File: src/rtl/lock_pkg.sv
// Shared types and widths for the digit-entry lock sequencer and its lockout timer.
package lock_pkg;

  localparam int DIGIT_W   = 4;
  localparam int CNT_W     = 3;
  localparam int FAILS_W   = 2;
  localparam int LOCKOUT_W = 5;

  typedef enum logic [2:0] {
    ST_ENTRY   = 3'd0,
    ST_OPEN    = 3'd1,
    ST_CLOSED  = 3'd2,
    ST_ERROR   = 3'd3,
    ST_LOCKOUT = 3'd4,
    ST_PROG    = 3'd5
  } lock_state_t;

  function automatic logic is_bcd(input logic [DIGIT_W-1:0] d);
    return d <= 4'd9;
  endfunction

endpackage

File: src/rtl/lock_timer.sv
// Loadable down-counter that times the lockout period; done flags the final cycle.
module lock_timer #(
  parameter int W        = 5,
  parameter int LOAD_VAL = 16
) (
  input  logic         clk,
  input  logic         rst,
  input  logic         i_load,
  input  logic         i_dec,
  output logic [W-1:0] o_count,
  output logic         o_done
);

  logic [W-1:0] r_count;

  // NOTE: sequential state is always assigned with <= so every flop samples pre-edge values.
  always_ff @(posedge clk) begin
    if (rst) begin
      r_count <= '0;
    end else if (i_load) begin
      r_count <= W'(LOAD_VAL);
    end else if (i_dec && (r_count != '0)) begin
      r_count <= r_count - W'(1);
    end
  end

  assign o_count = r_count;
  assign o_done  = (r_count == W'(1));

endmodule

File: src/rtl/lock_sequencer.sv
// Digit-entry lock: compares BCD digits against a code, counts failures, times lockouts.
// Define LOCK_PROG_EN to allow reprogramming the code from the OPEN state.
module lock_sequencer
  import lock_pkg::*;
#(
  parameter int                    N_DIGITS       = 6,
  parameter int                    MAX_FAILS      = 3,
  parameter int                    LOCKOUT_CYCLES = 16,
  parameter logic [4*N_DIGITS-1:0] CODE           = 24'h703262
) (
  input  logic                 clk,
  input  logic                 rst,
  input  logic                 digit_valid,
  input  logic [DIGIT_W-1:0]   digit,
  output logic                 digit_ready,
  input  logic                 clear,
  input  logic                 prog,
  output logic [2:0]           state_o,
  output logic [CNT_W-1:0]     digits_entered,
  output logic [FAILS_W-1:0]   fails,
  output logic [LOCKOUT_W-1:0] lockout_left
);

  localparam int                   CODE_W      = DIGIT_W * N_DIGITS;
  localparam logic [CNT_W-1:0]     LAST_IDX    = CNT_W'(N_DIGITS - 1);
  localparam logic [CNT_W-1:0]     N_CNT       = CNT_W'(N_DIGITS);
  localparam logic [FAILS_W-1:0]   FAILS_LIMIT = FAILS_W'(MAX_FAILS);
  localparam logic [CODE_W-1:0]    NIB_MASK    = CODE_W'(4'hF);

  lock_state_t          r_state, w_state_nx;
  logic [CNT_W-1:0]     r_digits, w_digits_nx;
  logic                 r_mismatch, w_mismatch_nx;
  logic [FAILS_W-1:0]   r_fails, w_fails_nx, w_fails_inc;
  logic                 w_timer_load, w_timer_dec, w_timer_done;
  logic [LOCKOUT_W-1:0] w_lockout_left;
  logic [CODE_W-1:0]    w_code, w_code_shifted;
  logic [CNT_W-1:0]     w_idx;
  int                   w_shift;
  logic [DIGIT_W-1:0]   w_code_nib;
  logic                 w_ready, w_accept, w_last, w_bcd;

  assign w_ready  = ((r_state == ST_ENTRY) || (r_state == ST_PROG)) && !clear;
  assign w_accept = digit_valid && w_ready;
  assign w_last   = (r_digits == LAST_IDX);
  assign w_bcd    = is_bcd(digit);

  // Index 0 is the first-entered digit and lives in the most significant nibble.
  assign w_idx          = (r_digits < N_CNT) ? r_digits : '0;
  assign w_shift        = DIGIT_W * (N_DIGITS - 1 - int'(w_idx));
  assign w_code_shifted = w_code >> w_shift;
  assign w_code_nib     = w_code_shifted[DIGIT_W-1:0];

  assign w_fails_inc = (r_fails >= FAILS_LIMIT) ? r_fails : r_fails + FAILS_W'(1);

`ifdef LOCK_PROG_EN
  localparam logic PROG_EN = 1'b1;

  logic [CODE_W-1:0] r_code, r_new_code, w_new_code_nx;
  logic              w_store, w_commit;

  // New digits collect in a shadow copy so an aborted programming run leaves the live code intact.
  assign w_store  = (r_state == ST_PROG) && w_accept && w_bcd;
  assign w_commit = w_store && w_last;

  always_comb begin
    w_new_code_nx = r_new_code;
    if (w_store) begin
      w_new_code_nx = (r_new_code & ~(NIB_MASK << w_shift)) | (CODE_W'(digit) << w_shift);
    end
  end

  always_ff @(posedge clk) begin
    if (rst) begin
      r_code     <= CODE;
      r_new_code <= CODE;
    end else begin
      r_new_code <= w_new_code_nx;
      if (w_commit) begin
        r_code <= w_new_code_nx;
      end
    end
  end

  assign w_code = r_code;
`else
  localparam logic PROG_EN = 1'b0;

  assign w_code = CODE;
`endif

  // NOTE: every always_comb output gets a default first, so no path can infer a latch.
  always_comb begin
    w_state_nx    = r_state;
    w_digits_nx   = r_digits;
    w_mismatch_nx = r_mismatch;
    w_fails_nx    = r_fails;
    w_timer_load  = 1'b0;

    case (r_state)
      ST_ENTRY: begin
        if (clear) begin
          w_digits_nx   = '0;
          w_mismatch_nx = 1'b0;
        end else if (w_accept) begin
          if (!w_bcd) begin
            w_state_nx = ST_ERROR;
          end else begin
            w_digits_nx   = r_digits + CNT_W'(1);
            w_mismatch_nx = r_mismatch | (digit != w_code_nib);
            if (w_last) begin
              if (!w_mismatch_nx) begin
                w_state_nx = ST_OPEN;
                w_fails_nx = '0;
              end else begin
                w_fails_nx = w_fails_inc;
                if (w_fails_inc == FAILS_LIMIT) begin
                  w_state_nx   = ST_LOCKOUT;
                  w_timer_load = 1'b1;
                end else begin
                  w_state_nx = ST_CLOSED;
                end
              end
            end
          end
        end
      end

      ST_OPEN: begin
        if (PROG_EN && prog) begin
          w_state_nx    = ST_PROG;
          w_digits_nx   = '0;
          w_mismatch_nx = 1'b0;
        end else if (clear) begin
          w_state_nx    = ST_ENTRY;
          w_digits_nx   = '0;
          w_mismatch_nx = 1'b0;
        end
      end

      ST_CLOSED, ST_ERROR: begin
        if (clear) begin
          w_state_nx    = ST_ENTRY;
          w_digits_nx   = '0;
          w_mismatch_nx = 1'b0;
        end
      end

      ST_LOCKOUT: begin
        if (w_timer_done) begin
          w_state_nx    = ST_ENTRY;
          w_fails_nx    = '0;
          w_digits_nx   = '0;
          w_mismatch_nx = 1'b0;
        end
      end

      ST_PROG: begin
        if (clear) begin
          w_state_nx    = ST_ENTRY;
          w_digits_nx   = '0;
          w_mismatch_nx = 1'b0;
        end else if (w_accept && w_bcd) begin
          w_digits_nx = r_digits + CNT_W'(1);
          if (w_last) begin
            w_state_nx = ST_CLOSED;
          end
        end
      end

      default: begin
        w_state_nx    = ST_ENTRY;
        w_digits_nx   = '0;
        w_mismatch_nx = 1'b0;
      end
    endcase
  end

  always_ff @(posedge clk) begin
    if (rst) begin
      r_state    <= ST_ENTRY;
      r_digits   <= '0;
      r_mismatch <= 1'b0;
      r_fails    <= '0;
    end else begin
      r_state    <= w_state_nx;
      r_digits   <= w_digits_nx;
      r_mismatch <= w_mismatch_nx;
      r_fails    <= w_fails_nx;
    end
  end

  assign w_timer_dec = (r_state == ST_LOCKOUT);

  lock_timer #(
    .W        (LOCKOUT_W),
    .LOAD_VAL (LOCKOUT_CYCLES)
  ) u_timer (
    .clk     (clk),
    .rst     (rst),
    .i_load  (w_timer_load),
    .i_dec   (w_timer_dec),
    .o_count (w_lockout_left),
    .o_done  (w_timer_done)
  );

  assign digit_ready    = w_ready;
  assign state_o        = r_state;
  assign digits_entered = r_digits;
  assign fails          = r_fails;
  assign lockout_left   = w_lockout_left;

endmodule

File: config.mk
export PLATFORM = sky130hd
export DESIGN_NAME = lock_sequencer
export DESIGN_NICKNAME = d
export VERILOG_FILES = /design/src/rtl/lock_pkg.sv /design/src/rtl/lock_timer.sv /design/src/rtl/lock_sequencer.sv
export SDC_FILE = /design/constraint.sdc
export NUM_CORES = 1
export LEC_CHECK = 0
export CAP_MARGIN = 0
export CELL_PAD_IN_SITES_DETAIL_PLACEMENT = 1
export CELL_PAD_IN_SITES_GLOBAL_PLACEMENT = 1
export CORE_ASPECT_RATIO = 1.4
export CORE_MARGIN = 10
export CORE_UTILIZATION = 30
export CTS_BUF_LIST = sky130_fd_sc_hd__clkbuf_8 sky130_fd_sc_hd__clkbuf_16
export DETAILED_ROUTE_END_ITERATION = 7
export PLACE_DENSITY = 0.69
export SYNTH_ARGS = -nofsm -noshare
export SYNTH_HDL_FRONTEND = slang
export SYNTH_SLANG_ARGS = --single-unit
File: constraint.sdc
create_clock -name clk -period 3.35 [get_ports clk]
set_input_delay 0.5025 -clock clk [delete_from_list [all_inputs] [get_ports clk]]
set_output_delay 0.5025 -clock clk [all_outputs]
set_load 0.02 [all_outputs]
## Word-level counts from Yosys, hierarchy flattened

Index checks and enable logic that the tools add are counted.

| word-level totals | value |
|---|---|
| bits in registers | 14 |
| bits in writable memories | 0 |
| ROM bits | 0 |
| word-level logic and storage cells | 95 |
| latch bits | 0 |
| memories kept | 0 |

| operators by class | value |
|---|---|
| div/mod/pow operators | 0 |
| equal/unequal tests | 21 |
| magnitude comparators | 3 |
| muxes and demuxes | 42 |
| reduce and logical (&&, ||, !) cells | 17 |
| bitwise operators | 1 |
| shifts and indexed selects | 1 |
| $mul | 0 |
| $add $sub $neg | 4 |

Operator list:

| cell | number |
|---|---|
| $mux 3 | 17 |
| $shr 23x32->4 const A | 1 |
| $pmux 3 s4 | 2 |
| $mux 2 | 7 |
| $mux 1 | 12 |
| $ne 3x3->1 const B | 4 |
| $mux 5 | 2 |
| $ne 2x2->1 const B | 5 |
| $eq 3x3->1 const B | 3 |
| $reduce_and 7->1 | 1 |
| $eq 3x2->1 const B | 2 |
| $reduce_and 6->1 | 1 |
| $eq 5x1->1 const B | 1 |
| $reduce_and 5->1 | 1 |
| $reduce_bool 5->1 | 1 |
| $sub 5x1->5 const B | 1 |
| $le 4x4->1 const B | 1 |
| $logic_and 1x1->1 | 4 |
| $ne 2x1->1 const B | 2 |
| $ne 4x4->1 | 1 |
| $pmux 2 s2 | 1 |
| $reduce_and 4->1 | 1 |
| $reduce_bool 2->1 | 2 |
| $reduce_or 4->1 | 1 |
| other kinds (15) | 15 |

## Longest topological paths before layout

| logic depth | value |
|---|---|
| depth after elaboration | 13 |
| mapped depth | 8 |
| mapped depth without buffers | 8 |

## Hierarchy

From an unflattened synthesis, not the netlist that was laid out.

| unflattened totals | value |
|---|---|
| cell total of the unflattened synthesis | 134 |
| area total of the unflattened synthesis | 1092.3 sq um |

By module, submodules not included:

| module | area an instance (sq um) | instances | cells an instance |
|---|---|---|---|
| lock_sequencer | 807.0 | 1 | 103 |
| lock_timer | 285.3 | 1 | 31 |

## Least setup slack after synthesis

OpenSTA, ideal clock, no wires.

| timing | value |
|---|---|
| path type | reg-to-reg |
| start point | register r_digits[1] (netlist: digits_entered[1]) |
| end point | register r_state[1] (netlist: state_o[1]) |
| cell stages (with the launch flop) | 8 |
| required time | 3247 ps |
| arrival | 1804 ps |
| setup slack | 1442 ps |
| cell sequence | dfxtp_1 > inv_2 > ha_1 > o21ai_2 > and3_1 > o211ai_4 > a31oi_2 > a2111oi_2 |

| between the ends | value |
|---|---|
| longest elaborated chain between the ends | 12 |
| elaborated cells between the ends (all ways) | 16 |
| classes of those cells | 1 x add/sub; 1 x order compare; 4 x eq/ne; 1 x shift; 7 x mux; 1 x bitwise; 1 x reduce/logical |

RTL lines:

| what | RTL line | text |
|---|---|---|
| start: declaration | lock_sequencer.sv:31 | `logic [CNT_W-1:0] r_digits, w_digits_nx;` |
| start signal: assignment | lock_sequencer.sv:186 | `r_digits <= w_digits_nx;` |
| $lt 3x3->1 | lock_sequencer.sv:48 | `assign w_idx = (r_digits < N_CNT) ? r_digits : '0;` |
| $mux 3 | lock_sequencer.sv:48 |  |
| $sub 3x3->4 | lock_sequencer.sv:49 | `assign w_shift = DIGIT_W * (N_DIGITS - 1 - int'(w_idx));` |
| $shr 23x32->4 | lock_sequencer.sv:50 | `assign w_code_shifted = w_code >> w_shift;` |
| $ne 4x4->1 | lock_sequencer.sv:109 | `w_mismatch_nx = r_mismatch \| (digit != w_code_nib);` |
| $or 1x1->1 | lock_sequencer.sv:109 |  |
| $mux 3 | lock_sequencer.sv:111 | `if (!w_mismatch_nx) begin` |
| $mux 3 | lock_sequencer.sv:110 | `if (w_last) begin` |
| $mux 3 | lock_sequencer.sv:105 | `if (!w_bcd) begin` |
| $mux 3 | lock_sequencer.sv:104 | `end else if (w_accept) begin` |
| $mux 3 | lock_sequencer.sv:101 | `if (clear) begin` |
| $pmux 3 s4 | lock_sequencer.sv:99 | `case (r_state)` |
| end signal: assignment | lock_sequencer.sv:185 | `r_state <= w_state_nx;` |
| end: declaration | lock_sequencer.sv:30 | `lock_state_t r_state, w_state_nx;` |

Parallel ways exist; a longest one is shown, timed or not. The select of a mux whose other input is x is not followed.
A chain may end at the register's enable or synchronous reset.

## Final worst setup path

| timing | value |
|---|---|
| start point | input clear |
| end point | output digit_ready |

| between the ends | value |
|---|---|
| longest elaborated chain between the ends | 2 |

RTL lines:

| what | RTL line | text |
|---|---|---|
| start: declaration | lock_sequencer.sv:16 | `input logic clear,` |
| $logic_not 1->1 | lock_sequencer.sv:42 | `assign w_ready = ((r_state == ST_ENTRY) \|\| (r_state == ST_PROG)) && !clear;` |
| $logic_and 1x1->1 | lock_sequencer.sv:42 |  |
| end: declaration | lock_sequencer.sv:15 | `output logic digit_ready,` |

Every way passes these cells.

==> impl_metrics.toml <==
[hold_path]
hold_path_startpoint = "r_mismatch$_SDFFE_PP0P_"
holdPathEnd = "r_mismatch$_SDFFE_PP0P_"
whs_path_depth = 2
min_path_type = "reg2reg"

[worst_setup_path]
slowest_stage = "clkdlybuf4s50_1"
end_kind = "output pin"
worstPathArrival_ns = 2.27
r2r_slack_ns = 1.31
path_buf_inv = 3
reg2regPathDepth = 7
cp_cell_sequence = "clkdlybuf4s50_1 -> or4_4 -> inv_1 -> clkdlybuf4s50_1"
cp-start-kind = "primary input"
worst-path-max-fanout = 6
cpMostUsedCell = "clkdlybuf4s50_1"
r2r-end = "state_o[1]$_SDFFE_PP0P_"
cp_top_family = "buffers and inverters"
max_stage_delay_ns = 0.60
required_ns = 2.85
worstSetupPathType = "in2out"
worstReg2RegStart = "digits_entered[1]$_SDFFE_PP0P_"

[sta]
finClkSkew_ns = 0.00771
min_period_ns = 2.77
tns_ns = 0
fmax_mhz = 361
hold_ws_ns = 0.479
period_share_pct = 82.6
hold_viol = 0
slew_violations = 0
tightest_slew_ns = 0.588
slew-limit-headroom_pct = 60.7
finalSetupViolCount = 0
rsz0062_at_grt = "false"

[die]
num_rows = 25
core_mm2 = 0.00341
die_w_um = 70.6
dieHeight_um = 90.8
io_pins = 23
initial_utilization_pct = 31.5
dieArea_mm2 = 0.00640

[global_routing]
track_usage_pct = 10.7
first_global_vias = 1171
grt_max_degree = 16
grt_pass1_wl_um = 5810
grt_antenna_before_repair = 0
overflow = 0

[clock_tree]
h-tree-depth = 1
clock_sinks = 14
cts_tree = "built"
cts_resized = 0
ctsHoldBuffers = 0
cts.clk_slew.worst_paths_ns = 0.07
numCtsBuffers = 3
clk_latency_ns = 0.25
cts_setup_buffers = 0
clock_path_buffers = 2
cts_root_buf = "clkbuf_8"

[finish]
layoutNonFillerInstCount = 197
drive_gt1_share_pct = 9.55
final_nets = 174
syn2layout_area_growth_pct = 26.9
final_cell_mix = "clkdlybuf4s50_1 (21), nand2_1 (15), dfxtp_1 (14)"
diodes = 0
fillCellCount = 435
layout_commonest_cell = "clkdlybuf4s50_1"

[placement]
gp_congestion = 0.843
placedCellCount = 193
io_buffers = 21
hpwl_um = 2610

[yosys]
ys.warnings.count = 0
syn_area_mm2 = 0.00107
synth_top_area_share_pct = 26.1
netlist_instances = 136
synth_enable_flop_cells = 0
syn_avg_cell_area_um2 = 7.89
post_synth_num_cell_types = 47
synthTopCellsByArea = "dfxtp_1 (26%), ha_1 (8.2%), a21oi_1 (6.1%), nand2_1 (5.2%), nor3_1 (4.2%)"
ys_ff_latch = 14
syn_nets = 152
synthArstFlopShare_pct = 0
synthFlopType = "dfxtp_1"
synth_area_leader_cell = "dfxtp_1"
yosysSeqAreaShare_pct = 26.1

[route]
drcViolationCount = 0
dr.pass1.iters = 4
drtIter0Drc = 34
viasPerCell = 5.53
avgRoutedWirePerCell_um = 17.1
postRouteAntennaNets = 0
routed_wl_um = 3370
vias = 1089

[flow_run]
max_cap_viol_count = 0

[status]
status = "complete, no violations"

[power]
p_leak_nw = 0.510
p_total_w = 0.000428
ir_drop_mv = 0.213
power_density_mw_per_mm2 = 314
report_power, final:
group	internal, W	switching [W]	leakage (nW)
logic	0.0000349	0.0000430	0.368
registers	0.000170	0.00000907	0.113
clock network	0.000104	0.0000669	0.0288
total	0.000309	0.000119	0.510
cell type report:
| cell class | instances | area [µm²] | share of cell area, % |
|---|---|---|---|
| Multi-Input combinational cell | 107 | 726 | 53.3 |
| Sequential cell | 14 | 280 | 20.6 |
| Timing Repair Buffer | 21 | 210 | 15.4 |
| Clock buffer | 4 | 55.1 | 4.04 |
| Tap cell | 40 | 50.0 | 3.67 |
| Inverter | 11 | 41.3 | 3.03 |
synthesized netlist by cell type, drive strengths merged, types with 3 or more instances:
cell type	n
nand2	15
dfxtp	14
a21oi	13
inv	11
nor3	9
nor2	8
ha	7
o21ai	7
a211oi	4
nand3	4
o31ai	4
and2b	3
and3	3
buf	3
nor2b	3
worst max path at each step:
| stage | startpoint | end | slack (ns) | cells after the start |
|---|---|---|---|---|
| after global placement | clear | digit_ready | 0.58 | 4 |
| after detailed placement | clear | digit_ready | 0.55 | 4 |
| after global routing | clear | digit_ready | 0.51 | 4 |
| final | clear | digit_ready | 0.58 | 4 |
| after CTS | clear | digit_ready | 0.56 | 4 |
| after floorplan | digits_entered[1]$_SDFFE_PP0P_ | state_o[1]$_SDFFE_PP0P_ | 1.44 | 7 |
flip-flops by register name, indices dropped and copies added, names as in the netlist:
signal           flops
digits_entered       3
fails                2
r_mismatch           1
state_o              3
u_timer.o_count      5
cells by family (layout without fill, tap and decap cells):
| group | after synthesis | in the layout | synth area share, % |
|---|---|---|---|
| AO/OA/AOI/OAI | 40 | 40 | 27.3 |
| XOR/XNOR | 3 | 3 | 2.45 |
| adder cells (fa/ha/maj) | 7 | 7 | 8.16 |
| buffers and inverters | 15 | 36 | 6.29 |
| flip-flops | 14 | 14 | 26.1 |
| AND/OR/NAND/NOR | 57 | 57 | 29.7 |
stage by stage:
step | setup slack (ns) | area [µm²] | utilization (%)
floorplan | 1.44 | 1070 | -
global placement | 0.581 | 1310 | 38.3
detailed placement | 0.552 | 1310 | 38.3
CTS | 0.563 | 1360 | 40.0
global route | 0.511 | 1360 | 40.0
finish | 0.582 | 1360 | 40.0
routing by layer:
layer / vias up / share of wire [%] / global-route usage [%]
met5: - / 0 / 0
met4: 0 / 2.1 / 4.85
met3: 6 / 4.1 / 2.20
met2: 28 / 52 / 18.6
met1: 516 / 42 / 11.9
li1: 539 / - / -
worst register-to-register path, stage by stage (launching register included):
cell and delay, ns:
dfxtp_1 0.54, inv_2 0.09, ha_1 0.30, o21ai_2 0.06, and3_1 0.21, o211ai_4 0.32, a31oi_2 0.15, a2111oi_2 0.28
Power figures use the tool's default switching activity.
